## src/rtl/hazard_pkg.sv

```systemverilog
// hazard_pkg: shared encodings for the hazard/forwarding controller.
//   fwd_sel_t  - EX-stage operand mux select (register file, W, M, M alt result)
//   rslt_src_t - result-source code carried down the pipeline with each instr
package hazard_pkg;

    typedef enum logic [1:0] {
        FWD_RF    = 2'b00,
        FWD_W     = 2'b01,
        FWD_M     = 2'b10,
        FWD_M_ALT = 2'b11
    } fwd_sel_t;

    typedef enum logic [1:0] {
        RS_ALU  = 2'b00,
        RS_LOAD = 2'b01,
        RS_PC4  = 2'b10,
        RS_ALT  = 2'b11
    } rslt_src_t;

endpackage

```

## src/rtl/hazard_sb_regs.sv

```systemverilog
// hazard_sb_regs: register scoreboard for long-latency (mul/div) results.
//   clk, rst       clock, synchronous active-high reset
//   set_en, set_rd accepted long-op issue and its destination register
//   clr_req,clr_rd long unit write-back this cycle and its destination
//   pending        one bit per architectural register, bit 0 always 0
//   sb_cnt         number of outstanding long ops (saturating 0..MAX_OUT)
//   sb_full        sb_cnt == MAX_OUT
// While rst is high the outputs read as an empty scoreboard, so the
// combinational stall logic never sees stale (or power-up) state.
module hazard_sb_regs #(
    parameter int NREG    = 32,
    parameter int MAX_OUT = 4,
    localparam int AW     = $clog2(NREG),
    localparam int CW     = $clog2(MAX_OUT + 1)
) (
    input  logic            clk,
    input  logic            rst,
    input  logic            set_en,
    input  logic [AW-1:0]   set_rd,
    input  logic            clr_req,
    input  logic [AW-1:0]   clr_rd,
    output logic [NREG-1:0] pending,
    output logic [CW-1:0]   sb_cnt,
    output logic            sb_full
);

    logic [NREG-1:0] pending_q, pending_d;
    logic [CW-1:0]   cnt_q, cnt_d;
    logic            set_ok;
    logic            clr_en;

    assign set_ok = set_en && (set_rd != '0);
    // A completion only counts if the register is actually pending; this
    // drops write-backs of ops that were in flight across a reset.
    assign clr_en = clr_req && (clr_rd != '0) && pending_q[clr_rd];

    assign pending_d[0] = 1'b0;

    // Set wins over clear so a same-register set+clear leaves the bit set.
    for (genvar gi = 1; gi < NREG; gi++) begin : g_pend
        logic set_hit;
        logic clr_hit;
        assign set_hit      = set_ok && (set_rd == AW'(gi));
        assign clr_hit      = clr_en && (clr_rd == AW'(gi));
        assign pending_d[gi] = set_hit || (pending_q[gi] && !clr_hit);
    end

    always_comb begin
        cnt_d = cnt_q;
        if (set_ok && !clr_en) begin
            if (cnt_q != CW'(MAX_OUT)) begin
                cnt_d = cnt_q + 1'b1;
            end
        end else if (!set_ok && clr_en) begin
            if (cnt_q != '0) begin
                cnt_d = cnt_q - 1'b1;
            end
        end
    end

    always_ff @(posedge clk) begin
        if (rst) begin
            pending_q <= '0;
            cnt_q     <= '0;
        end else begin
            pending_q <= pending_d;
            cnt_q     <= cnt_d;
        end
    end

    assign pending = rst ? '0 : pending_q;
    assign sb_cnt  = rst ? '0 : cnt_q;
    assign sb_full = !rst && (cnt_q == CW'(MAX_OUT));

endmodule

```

## src/rtl/hazard_ctrl_sb.sv

```systemverilog
// hazard_ctrl_sb: hazard/forwarding controller with long-op scoreboard.
//   clk, rst                     clock, synchronous active-high reset
//   rs_d, rd_d, lng_d            decode sources (slot i at [i*AW +: AW]), dest, long op
//   rs_e, rd_e                   EX sources and destination
//   rd_m, rd_w                   M/W destinations
//   rslt_src_e, rslt_src_m       result-source codes in E/M
//   reg_wrt_m, reg_wrt_w         M/W regfile write enables
//   pc_src_e                     taken branch/jump in EX
//   busy                         memory not ready, freeze E/M
//   lng_issue_e                  EX instr handed to the long unit
//   lng_done, lng_rd             long unit write-back and its destination
//   stallf/stalld/stalle/stallm  stage hold enables
//   flushd/flushe                bubble insert in D/E
//   fwd_e                        per-operand forward select, 2 bits per slot
//   sb_cnt, sb_full              outstanding long ops, scoreboard full
module hazard_ctrl_sb
    import hazard_pkg::*;
#(
    parameter int NREG    = 32,
    parameter int NSRC    = 2,
    parameter int MAX_OUT = 4,
    localparam int AW     = $clog2(NREG),
    localparam int CW     = $clog2(MAX_OUT + 1)
) (
    input  logic             clk,
    input  logic             rst,
    input  logic [NSRC*AW-1:0] rs_d,
    input  logic [AW-1:0]    rd_d,
    input  logic             lng_d,
    input  logic [NSRC*AW-1:0] rs_e,
    input  logic [AW-1:0]    rd_e,
    input  logic [AW-1:0]    rd_m,
    input  logic [AW-1:0]    rd_w,
    input  logic [1:0]       rslt_src_e,
    input  logic [1:0]       rslt_src_m,
    input  logic             reg_wrt_m,
    input  logic             reg_wrt_w,
    input  logic             pc_src_e,
    input  logic             busy,
    input  logic             lng_issue_e,
    input  logic             lng_done,
    input  logic [AW-1:0]    lng_rd,
    output logic             stallf,
    output logic             stalld,
    output logic             stalle,
    output logic             stallm,
    output logic             flushd,
    output logic             flushe,
    output logic [NSRC*2-1:0] fwd_e,
    output logic [CW-1:0]    sb_cnt,
    output logic             sb_full
);

    logic [NREG-1:0] pending;
    logic [NSRC-1:0] lw_hit;
    logic [NSRC-1:0] raw_hit;
    logic            lwstall;
    logic            sbstall;
    logic            waw_hit;
    logic            issue_acc;

    for (genvar gi = 0; gi < NSRC; gi++) begin : g_src
        logic [AW-1:0] rse;
        logic [AW-1:0] rsd;
        fwd_sel_t      sel;

        assign rse = rs_e[gi*AW +: AW];
        assign rsd = rs_d[gi*AW +: AW];

        // x0 is never forwarded; M is younger than W so it takes priority.
        always_comb begin
            sel = FWD_RF;
            if (rse != '0) begin
                if (reg_wrt_m && (rd_m == rse)) begin
                    sel = (rslt_src_m == RS_ALT) ? FWD_M_ALT : FWD_M;
                end else if (reg_wrt_w && (rd_w == rse)) begin
                    sel = FWD_W;
                end
            end
        end

        assign fwd_e[gi*2 +: 2] = sel;
        assign lw_hit[gi]       = (rsd != '0) && (rsd == rd_e);
        assign raw_hit[gi]      = (rsd != '0) && pending[rsd];
    end

    assign waw_hit = (rd_d != '0) && pending[rd_d];
    assign lwstall = (rslt_src_e == RS_LOAD) && (rd_e != '0) && (|lw_hit);
    assign sbstall = (|raw_hit) || waw_hit || (lng_d && sb_full);

    assign stallf = lwstall || sbstall || busy;
    assign stalld = stallf;
    assign stalle = busy;
    assign stallm = busy;
    assign flushe = (lwstall || sbstall || pc_src_e) && !busy;
    assign flushd = pc_src_e && !busy;

    // A frozen EX stage does not hand its op to the unit; flushes do not
    // cancel an accepted issue since the op has already left EX.
    assign issue_acc = lng_issue_e && !busy && (rd_e != '0);

    hazard_sb_regs #(
        .NREG    (NREG),
        .MAX_OUT (MAX_OUT)
    ) u_sb (
        .clk     (clk),
        .rst     (rst),
        .set_en  (issue_acc),
        .set_rd  (rd_e),
        .clr_req (lng_done),
        .clr_rd  (lng_rd),
        .pending (pending),
        .sb_cnt  (sb_cnt),
        .sb_full (sb_full)
    );

endmodule

```

## config.mk

```make
export PLATFORM = sky130hd
export DESIGN_NAME = hazard_ctrl_sb
export DESIGN_NICKNAME = d
export VERILOG_FILES = /design/src/rtl/hazard_pkg.sv /design/src/rtl/hazard_sb_regs.sv /design/src/rtl/hazard_ctrl_sb.sv
export SDC_FILE = /design/constraint.sdc
export NUM_CORES = 1
export LEC_CHECK = 0
export ABC_AREA = 1
export ABC_CLOCK_PERIOD_IN_PS = 4000
export CORE_ASPECT_RATIO = 1.25
export CORE_MARGIN = 2
export CORE_UTILIZATION = 50
export CTS_BUF_LIST = sky130_fd_sc_hd__clkbuf_8 sky130_fd_sc_hd__clkbuf_16
export CTS_CLUSTER_SIZE = 8
export DETAILED_ROUTE_END_ITERATION = 12
export GPL_ROUTABILITY_DRIVEN = 1
export PLACE_DENSITY = 0.88
export SYNTH_ARGS = -nofsm -noshare
export SYNTH_HDL_FRONTEND = slang
export SYNTH_HIERARCHICAL = 1
export SYNTH_SLANG_ARGS = --single-unit
```

## constraint.sdc

```tcl
create_clock -name clk -period 4 [get_ports clk]
set_clock_uncertainty 0.05 [all_clocks]
set_input_delay 0.6 -clock clk [delete_from_list [all_inputs] [get_ports clk]]
set_output_delay 0.6 -clock clk [all_outputs]
set_load 0.01 [all_outputs]
```

==> results of run 1 <==
==> Yosys cell counts, types with 2 or more instances <==
master	count
nor2_1	83
buf_4	11
nor2_2	3
a221oi_1	4
a21oi_2	3
buf_1	4
nor3_1	6
nand2_2	7
nand2_1	198
buf_6	8
dfxtp_1	34
inv_2	4
xnor2_1	7
nand4_1	8
a21oi_1	28
o41ai_1	2
o21ai_0	56
nand3_1	88
xor2_1	7
inv_1	106
o21ai_1	11
buf_2	3
clkbuf_1	3
nand3_2	5
o211ai_1	6
o22ai_1	5
==> path summary, 6_finish.rpt <==
check / start / to / slack (ns) / depth (start not counted)
max: rst / flushe / 0.25 / 14
min: u_sb/cnt_q[2]$_SDFFE_PP0P_ / u_sb/cnt_q[2]$_SDFFE_PP0P_ / 0.50 / 2
max reg2reg: u_sb/pending_q[5]$_SDFF_PP0_ / u_sb/cnt_q[2]$_SDFFE_PP0P_ / 1.89 / 18
min reg2reg: u_sb/cnt_q[2]$_SDFFE_PP0P_ / u_sb/cnt_q[2]$_SDFFE_PP0P_ / 0.50 / 2
==> power by group <==
| group | internal (mW) | leakage (nW) | switching [mW] | total [mW] |
|---|---|---|---|---|
| clock | 0.183 | 0.0579 | 0.137 | 0.320 |
| sequential | 0.344 | 0.275 | 0.00452 | 0.349 |
| combinational | 0.134 | 1.65 | 0.187 | 0.321 |
| total | 0.662 | 1.98 | 0.328 | 0.990 |
==> state kept, by name, indices dropped and copies added, names as in the netlist <==
register / flops
u_sb/pending_q: 31
u_sb/cnt_q: 3
==> through the flow <==
step / utilization, % / instances / hold slack (ns) / worst slack [ns] / area (µm²)
6_report: 62.9 / 869 / 0.500 / 0.252 / 4680
5_1_grt: 62.9 / 869 / 0.531 / 0.146 / 4680
4_1_cts: 62.9 / 869 / 0.498 / 0.321 / 4680
3_5_place_dp: 61.5 / 861 / 0.490 / 0.348 / 4580
3_3_place_gp: 61.5 / 861 / 0.470 / 0.370 / 4580
2_1_floorplan: - / 717 / 0.446 / 1.13 / 3890
==> cells by family (layout without fill, tap and decap cells) <==
logic type	count (synthesis)	after routing	share of synthesized area, %
fa+ha+maj	1	1	0.322
compound gates	120	120	17.3
other cells	1	1	0.0964
flops	34	34	17.5
xor+xnor	14	14	3.15
simple gates	403	403	44.4
buf+inv	144	204	17.2
==> metal layers <==
layer / vias up / GRT usage (%) / share of wire (%)
li1: 2407 / - / -
met1: 2191 / 36.3 / 38
met2: 347 / 53.7 / 49
met3: 54 / 2.96 / 9.2
met4: 0 / 14.6 / 4.3
met5: - / 0 / 0
==> worst reg2reg max path, delay by kind of cell, from the launching register on <==
family	cells	cell delay, ns
XOR/XNOR	1	0.15
AND/OR/NAND/NOR	16	1.29
adder cells (fa/ha/maj)	1	0.20
flip-flops	1	0.32
==> area by class of cell <==
cell class | instances | area, µm²
multi-input combinational | 539 | 2540
tap | 92 | 115
clock buffer | 5 | 68.8
fill | 711 | 2760
timing repair buffer | 82 | 806
inverter | 114 | 437
sequential | 34 | 681
clock inverter | 3 | 40.0
==> placed cells by master, fill, tap and decap left out, types with 2 or more instances in the layout <==
cell / netlist / final
nand3_1: 88 / 88
a221oi_1: 4 / 4
o21ai_1: 11 / 11
dfxtp_1: 34 / 34
a21oi_1: 28 / 28
nor3_1: 6 / 6
nor2_2: 3 / 3
a21oi_2: 3 / 3
o211ai_1: 6 / 6
buf_4: 11 / 10
o41ai_1: 2 / 2
nand4_1: 8 / 8
inv_2: 4 / 4
nand3_2: 5 / 5
nand2_2: 7 / 7
inv_1: 106 / 106
clkdlybuf4s50_1: 0 / 71
clkbuf_8: 0 / 5
clkinv_2: 1 / 3
o22ai_1: 5 / 5
o21ai_0: 56 / 56
xor2_1: 7 / 7
nor2_1: 83 / 83
nand2_1: 198 / 198
xnor2_1: 7 / 7
==> flow_summary.yaml, run 1 <==
run_status:
  status: "finished, final reports clean"
drt:
  via_per_inst: 5.75
  dr.pass1.iters: 7
  ant_nets: 0
  drc: 0
  wl_per_cell_um: 15.0
  vias: 4999
  drt-total-wl_mm: 13.0
  detail_route.iter0.violations: 782
yosys:
  ys_seq_area_share_pct: 17.5
  syn-cell-area_um2: 3890
  yosysUniqueCellTypes: 43
  syn_nets: 776
  ys_ff_latch: 34
  syn_inst: 717
  post-synth-top-area-cell: "nand2_1"
  ys_top_cells_by_area: "nand2_1 19%, dfxtp_1 18%, nand3_1 11%, inv_1 10%, nor2_1 8.0%"
  yosysWarnings: 6
  async_flop_share_pct: 0
  yosysTopAreaCellShare_pct: 19.1
  ys.flop_type: "dfxtp_1"
  synth_edf_count: 0
  avgSynthCellArea_um2: 5.42
timing:
  fmax_mhz: 267
  finalHoldViolations: 0
  fin_setup_tns_ns: 0
  max_slew.worst_pin.slew_ns: 0.738
  post-route-period-util_pct: 93.7
  rsz0062_at_grt: "no"
  max_slew_margin_pct: 50.4
  slew_viol_final: 0
  period_needed_ns: 3.75
  setup_viol: 0
clocking:
  root_buffer: "clkbuf_8"
  clkSinkCount: 34
  post_cts_buffers: 0
  clk_pin_slew_worst_paths_ns: 0.07
  cts_resized: 0
  tritoncts: "done"
  htree_levels: 2
  cts_made_buffers: 5
  holdBufCountCts: 0
  clock_path_buffers: 2
  clock_latency_ns: 0.30
setup_path:
  cp_cell_sequence: "clkdlybuf4s50_1 -> buf_12 -> nor2_1 -> nand2_1 -> nand3_1 -> nand2_1 -> a21oi_1 -> nand2_1 -> nand3_1 -> nand3_1 -> nand3_2 -> nand2_1 -> nand2_1 -> clkdlybuf4s50_1"
  critPathTopFamily: "buffers and inverters"
  crit_slowest_cell: "clkdlybuf4s50_1"
  critical_path_class: "in2out"
  critPathMaxFanout: 37
  crit_path_end_kind: "output pin"
  setup.worst_path.start_class: "primary input"
  crit_buf_inv: 3
  cpPeakStageDelay_ns: 0.53
  critical_path_required_ns: 3.35
  cp.arrival_ns: 3.10
  path_common_cell: "nand2_1"
global_routing:
  grt_pass1_vias: 4567
  grtUsageTotal_pct: 30.0
  grt_pass1_wl_mm: 21.3
  grt_max_degree: 38
  overflow: 0
  antenna_found_initial: 0
placement:
  io_buffers: 71
  gp_congestion: 1.15
  hpwl_mm: 10.1
floorplan:
  pin_count: 72
  coreArea_um2: 7440
  die_x_um: 82.9
  dieHeight_um: 103
  start_util_pct: 52.2
  dieArea_um2: 8500
  rows: 35
pwr:
  power_leakage_nw: 1.98
  irDropWorstVdd_mv: 0.132
  powerDensity_nw_per_um2: 211
  fin_total_pwr_uw: 990
cells_and_area:
  antenna_cells: 0
  drive_above_1_share_pct: 6.05
  nNetsFinal: 835
  areaGrowthSynthToFinish_pct: 20.5
hold_path:
  holdCritPathClass: "reg2reg"
job:
  cap_violations: 0
Power figures use the tool's default switching activity.
==> run 2: changes to the inputs <==
Settings changed: PLACE_DENSITY 0.88 to 0.74.
==> flow_summary.yaml, run 2 (same netlist as run 1, synthesis figures left out) <==
run_status:
  status: "finished, final reports clean"
drt:
  drc: 0
  via_per_inst: 5.63
  vias: 4886
  wl_per_cell_um: 15.7
  detail_route.iter0.violations: 539
  dr.pass1.iters: 5
  ant_nets: 0
  drt-total-wl_mm: 13.6
global_routing:
  overflow: 0
  grtUsageTotal_pct: 31.9
  grt_pass1_vias: 4617
  grt_max_degree: 38
  antenna_found_initial: 0
  grt_pass1_wl_mm: 21.9
floorplan:
  start_util_pct: 52.2
  dieHeight_um: 103
  pin_count: 72
  coreArea_um2: 7440
  dieArea_um2: 8500
  rows: 35
  die_x_um: 82.9
clocking:
  clk_pin_slew_worst_paths_ns: 0.07
  clock_path_buffers: 2
  clock_latency_ns: 0.30
  tritoncts: "done"
  cts_made_buffers: 5
  post_cts_buffers: 0
  cts_resized: 0
  htree_levels: 2
  holdBufCountCts: 0
  root_buffer: "clkbuf_8"
  clkSinkCount: 34
cells_and_area:
  regMostFlops: "u_sb/pending_q"
  final_cell_mix: "198 x nand2_1, 106 x inv_1, 88 x nand3_1, 83 x nor2_1, 71 x clkdlybuf4s50_1"
  reg.largest.list: "u_sb/pending_q x31, u_sb/cnt_q x3"
  fin_util_pct: 62.6
  final_common_cell: "nand2_1"
  largest_reg_flops: 31
  antenna_cells: 0
  areaGrowthSynthToFinish_pct: 19.9
  drive_above_1_share_pct: 5.93
  nNetsFinal: 834
placement:
  gp_congestion: 0.971
  io_buffers: 71
  hpwl_mm: 10.7
timing:
  max_slew_margin_pct: 38.9
  period_needed_ns: 3.65
  finalHoldViolations: 0
  fin_setup_tns_ns: 0
  max_slew.worst_pin.slew_ns: 0.909
  slew_viol_final: 0
  setup_viol: 0
  post-route-period-util_pct: 91.2
  rsz0062_at_grt: "no"
  fmax_mhz: 274
setup_path:
  cp.arrival_ns: 3.00
  critical_path_required_ns: 3.35
  crit_path_end_kind: "output pin"
  setup.worst_path.start_class: "primary input"
  critical_path_class: "in2out"
  critPathMaxFanout: 37
pwr:
  powerDensity_nw_per_um2: 204
  fin_total_pwr_uw: 949
  power_leakage_nw: 1.97
  irDropWorstVdd_mv: 0.130
job:
  cap_violations: 0
hold_path:
  holdCritPathClass: "reg2reg"
## run 2: cell types whose count changed in the layout (fill, tap and decap cells not counted), sizes merged
cell      delta
clkbuf       +1
buf          -1
bufinv       -1
clkinv       -1
clkinvlp     +1
## run 2: power breakdown
group	total, mW	internal (mW)	switching [mW]
Sequential	0.348	0.344	0.00453
Clock	0.278	0.139	0.140
Combinational	0.322	0.134	0.189
## run 2: through the flow
stage	hold WS [ns]	cells	setup slack [ns]	instance area, µm²
3_5_place_dp	0.481	860	0.355	4570
4_1_cts	0.492	868	0.353	4660
2_1_floorplan	0.446	717	1.13	3890
5_1_grt	0.515	868	0.183	4660
3_3_place_gp	0.476	860	0.368	4570
6_report	0.498	868	0.353	4660
## run 2: worst paths after layout
kind                                                   start                    endpoint  slack (ns)  cells after the start
worst max-delay path                                     rst                      flushe        0.35                     16
worst min register to register    u_sb/cnt_q[2]$_SDFFE_PP0P_  u_sb/cnt_q[2]$_SDFFE_PP0P_        0.50                      2
worst max register to register  u_sb/pending_q[9]$_SDFF_PP0_  u_sb/cnt_q[2]$_SDFFE_PP0P_        1.93                     18
worst min-delay path              u_sb/cnt_q[2]$_SDFFE_PP0P_  u_sb/cnt_q[2]$_SDFFE_PP0P_        0.50                      2
## run 2: layout make-up
cell class	count	area [µm²]
clock buffer	6	82.6
clock inverter	2	12.5
fill	754	2780
inverter	114	437
multi-input combinational	539	2540
sequential	34	681
tap	92	115
timing repair buffer	81	798
## run 2: metal layers
| metal | track usage [%] | vias to the layer above | share of wire, % |
|---|---|---|---|
| li1 | - | 2411 | - |
| met1 | 36.9 | 2159 | 39 |
| met2 | 55.7 | 255 | 48 |
| met3 | 6.00 | 61 | 7.9 |
| met4 | 18.5 | 0 | 5.1 |
| met5 | 0 | - | 0 |
## run 2: worst max-delay path, cell delays in order
cell,delay (ns)
clkdlybuf4s50_1,0.44
buf_12,0.18
nor2_1,0.31
nor2_1,0.09
nor2_1,0.08
o21ai_1,0.06
nand2_1,0.07
nand2_1,0.05
nand2_1,0.06
clkinv_1,0.07
a21oi_2,0.19
nor2_2,0.07
nand3_2,0.05
nand2_1,0.05
nand2_1,0.05
clkdlybuf4s50_1,0.53
==> run 3: changes to the inputs <==
Settings changed: CORE_UTILIZATION 50 to 35, PLACE_DENSITY 0.74 to 0.55, SKIP_CTS_REPAIR_TIMING set to 1, SYNTH_HIERARCHICAL 1 to not set.
==> flow_summary.yaml, run 3 <==
run_status:
  status: "finished, final reports clean"
pwr:
  power_leakage_nw: 2.26
  powerDensity_nw_per_um2: 239
  irDropWorstVdd_mv: 0.163
  fin_total_pwr_mw: 1.14
setup_path:
  critPathMaxFanout: 9
  crit_slowest_cell: "clkdlybuf4s50_1"
  crit_buf_inv: 3
  critPathTopFamily: "buffers and inverters"
  critical_path_class: "in2out"
  cpPeakStageDelay_ns: 0.64
  cp.arrival_ns: 3.15
  cp_cell_sequence: "clkdlybuf4s50_1 -> clkinv_1 -> nor2_1 -> a21oi_1 -> nand3_1 -> nand3_1 -> nand2_1 -> nand2_1 -> nand2_1 -> nand3_1 -> nand2_1 -> nand2_1 -> clkdlybuf4s50_1"
  path_common_cell: "nand2_1"
  setup.worst_path.start_class: "primary input"
  critical_path_required_ns: 3.35
  crit_path_end_kind: "output pin"
yosys:
  syn_nets: 778
  yosysTopAreaCellShare_pct: 28.3
  ys_top_cells_by_area: "nand2_1 28%, dfxtp_1 18%, nand3_1 13%, inv_1 8.5%, nor2_1 8.5%"
  post-synth-top-area-cell: "nand2_1"
  syn-cell-area_um2: 3690
  ys.flop_type: "dfxtp_1"
  yosysWarnings: 0
  ys_seq_area_share_pct: 18.4
  yosysUniqueCellTypes: 35
  synthTopCellsByCount: "278 x nand2_1, 99 x nand3_1, 84 x inv_1, 84 x nor2_1, 34 x dfxtp_1"
  synth_most_common_cell: "nand2_1"
  synth_edf_count: 0
  avgSynthCellArea_um2: 5.14
  syn_inst: 718
  ys_ff_latch: 34
  async_flop_share_pct: 0
cells_and_area:
  stdcell_count: 919
  drive_above_1_share_pct: 5.57
  antenna_cells: 0
  reg.largest.list: "u_sb.pending_q x31, u_sb.cnt_q x3"
  nNetsFinal: 849
  largest_reg_flops: 31
  fin_util_pct: 46.9
  regMostFlops: "u_sb.pending_q"
  final_common_cell: "nand2_1"
  stdcell_area_um2: 4760
  fillers: 1133
  final_cell_mix: "278 x nand2_1, 99 x nand3_1, 84 x inv_1, 83 x nor2_1, 71 x clkdlybuf4s50_1"
  areaGrowthSynthToFinish_pct: 29.0
placement:
  dp_slack_ns: 0.205
  dpl.cell_count: 911
  io_buffers: 71
  place_area_um2: 4580
  gp_congestion: 1.01
  hpwl_mm: 13.1
floorplan:
  dieArea_um2: 11400
  dieHeight_um: 119
  start_util_pct: 36.3
  coreArea_um2: 10200
  die_x_um: 95.8
  rows: 41
  pin_count: 72
clocking:
  htree_levels: 2
  clkSinkCount: 34
  tritoncts: "done"
  clk_pin_slew_worst_paths_ns: 0.06
  root_buffer: "clkbuf_16"
  clock_latency_ns: 0.29
  cts_made_buffers: 5
  clock_path_buffers: 2
drt:
  wl_per_cell_um: 17.7
  ant_nets: 0
  vias: 4937
  via_per_inst: 5.37
  drc: 0
  drt-total-wl_mm: 16.3
  dr.pass1.iters: 5
  detail_route.iter0.violations: 407
global_routing:
  grt_pass1_wl_mm: 24.6
  antenna_found_initial: 0
  overflow: 0
  grt_pass1_vias: 4615
  grt_max_degree: 32
  grtUsageTotal_pct: 28.5
hold_path:
  holdCritPathClass: "reg2reg"
timing:
  slew_viol_final: 0
  setup_viol: 0
  finalHoldViolations: 0
  hold_slack_ns: 0.433
  fmax_mhz: 263
  period_needed_ns: 3.80
  rsz0062_at_grt: "no"
  fin_ws_ns: 0.202
  max_slew.worst_pin.slew_ns: 0.782
  fin_setup_tns_ns: 0
  post-route-period-util_pct: 95.0
  max_slew_margin_pct: 47.4
job:
  cap_violations: 0
run 3: worst paths after layout:
kind,startpoint,end,slack (ns),depth (start not counted)
hold reg to reg,u_sb.pending_q[16]$_SDFF_PP0_,u_sb.pending_q[16]$_SDFF_PP0_,0.43,2
hold / removal,u_sb.pending_q[16]$_SDFF_PP0_,u_sb.pending_q[16]$_SDFF_PP0_,0.43,2
setup / recovery,rs_d[5],flushe,0.20,13
setup reg to reg,u_sb.pending_q[25]$_SDFF_PP0_,u_sb.cnt_q[1]$_SDFFE_PP0P_,1.56,12
run 3: layout make-up:
cell class                      count  area (µm²)  share of cell area [%]
Multi-Input combinational cell    564        2520                    52.9
Sequential cell                    34         681                    14.3
Inverter                           91         342                    7.17
Timing Repair Buffer               93         888                    18.7
Clock inverter                      3        45.0                   0.946
Clock buffer                        5         125                    2.63
Tap cell                          129         161                    3.39
run 3: logic make-up (layout without fill, tap and decap cells):
kind of cell / after synthesis / after routing / synth area share (%)
buf+inv: 120 / 192 / 13.5
compound gates: 61 / 61 / 9.29
simple gates: 491 / 491 / 55.5
flops: 34 / 34 / 18.4
xor+xnor: 10 / 10 / 2.37
fa+ha+maj: 2 / 2 / 0.882
run 3: report_power, final:
group	total (mW)	leakage (nW)	internal, mW	switching [mW]
logic	0.329	1.91	0.137	0.193
registers	0.352	0.274	0.346	0.00650
clock network	0.458	0.0760	0.294	0.164
run 3: worst min-delay path, stage by stage, from the launching register on:
cell and delay (ns):
dfxtp_1 0.32, nand3_1 0.08, nand2_1 0.04
run 3: routing by layer:
layer | track usage [%] | routed length (µm)
met1 | 33.8 | 6270
met4 | 14.4 | 915
met3 | 2.29 | 1010
met5 | 0 | 0
met2 | 50.1 | 8080
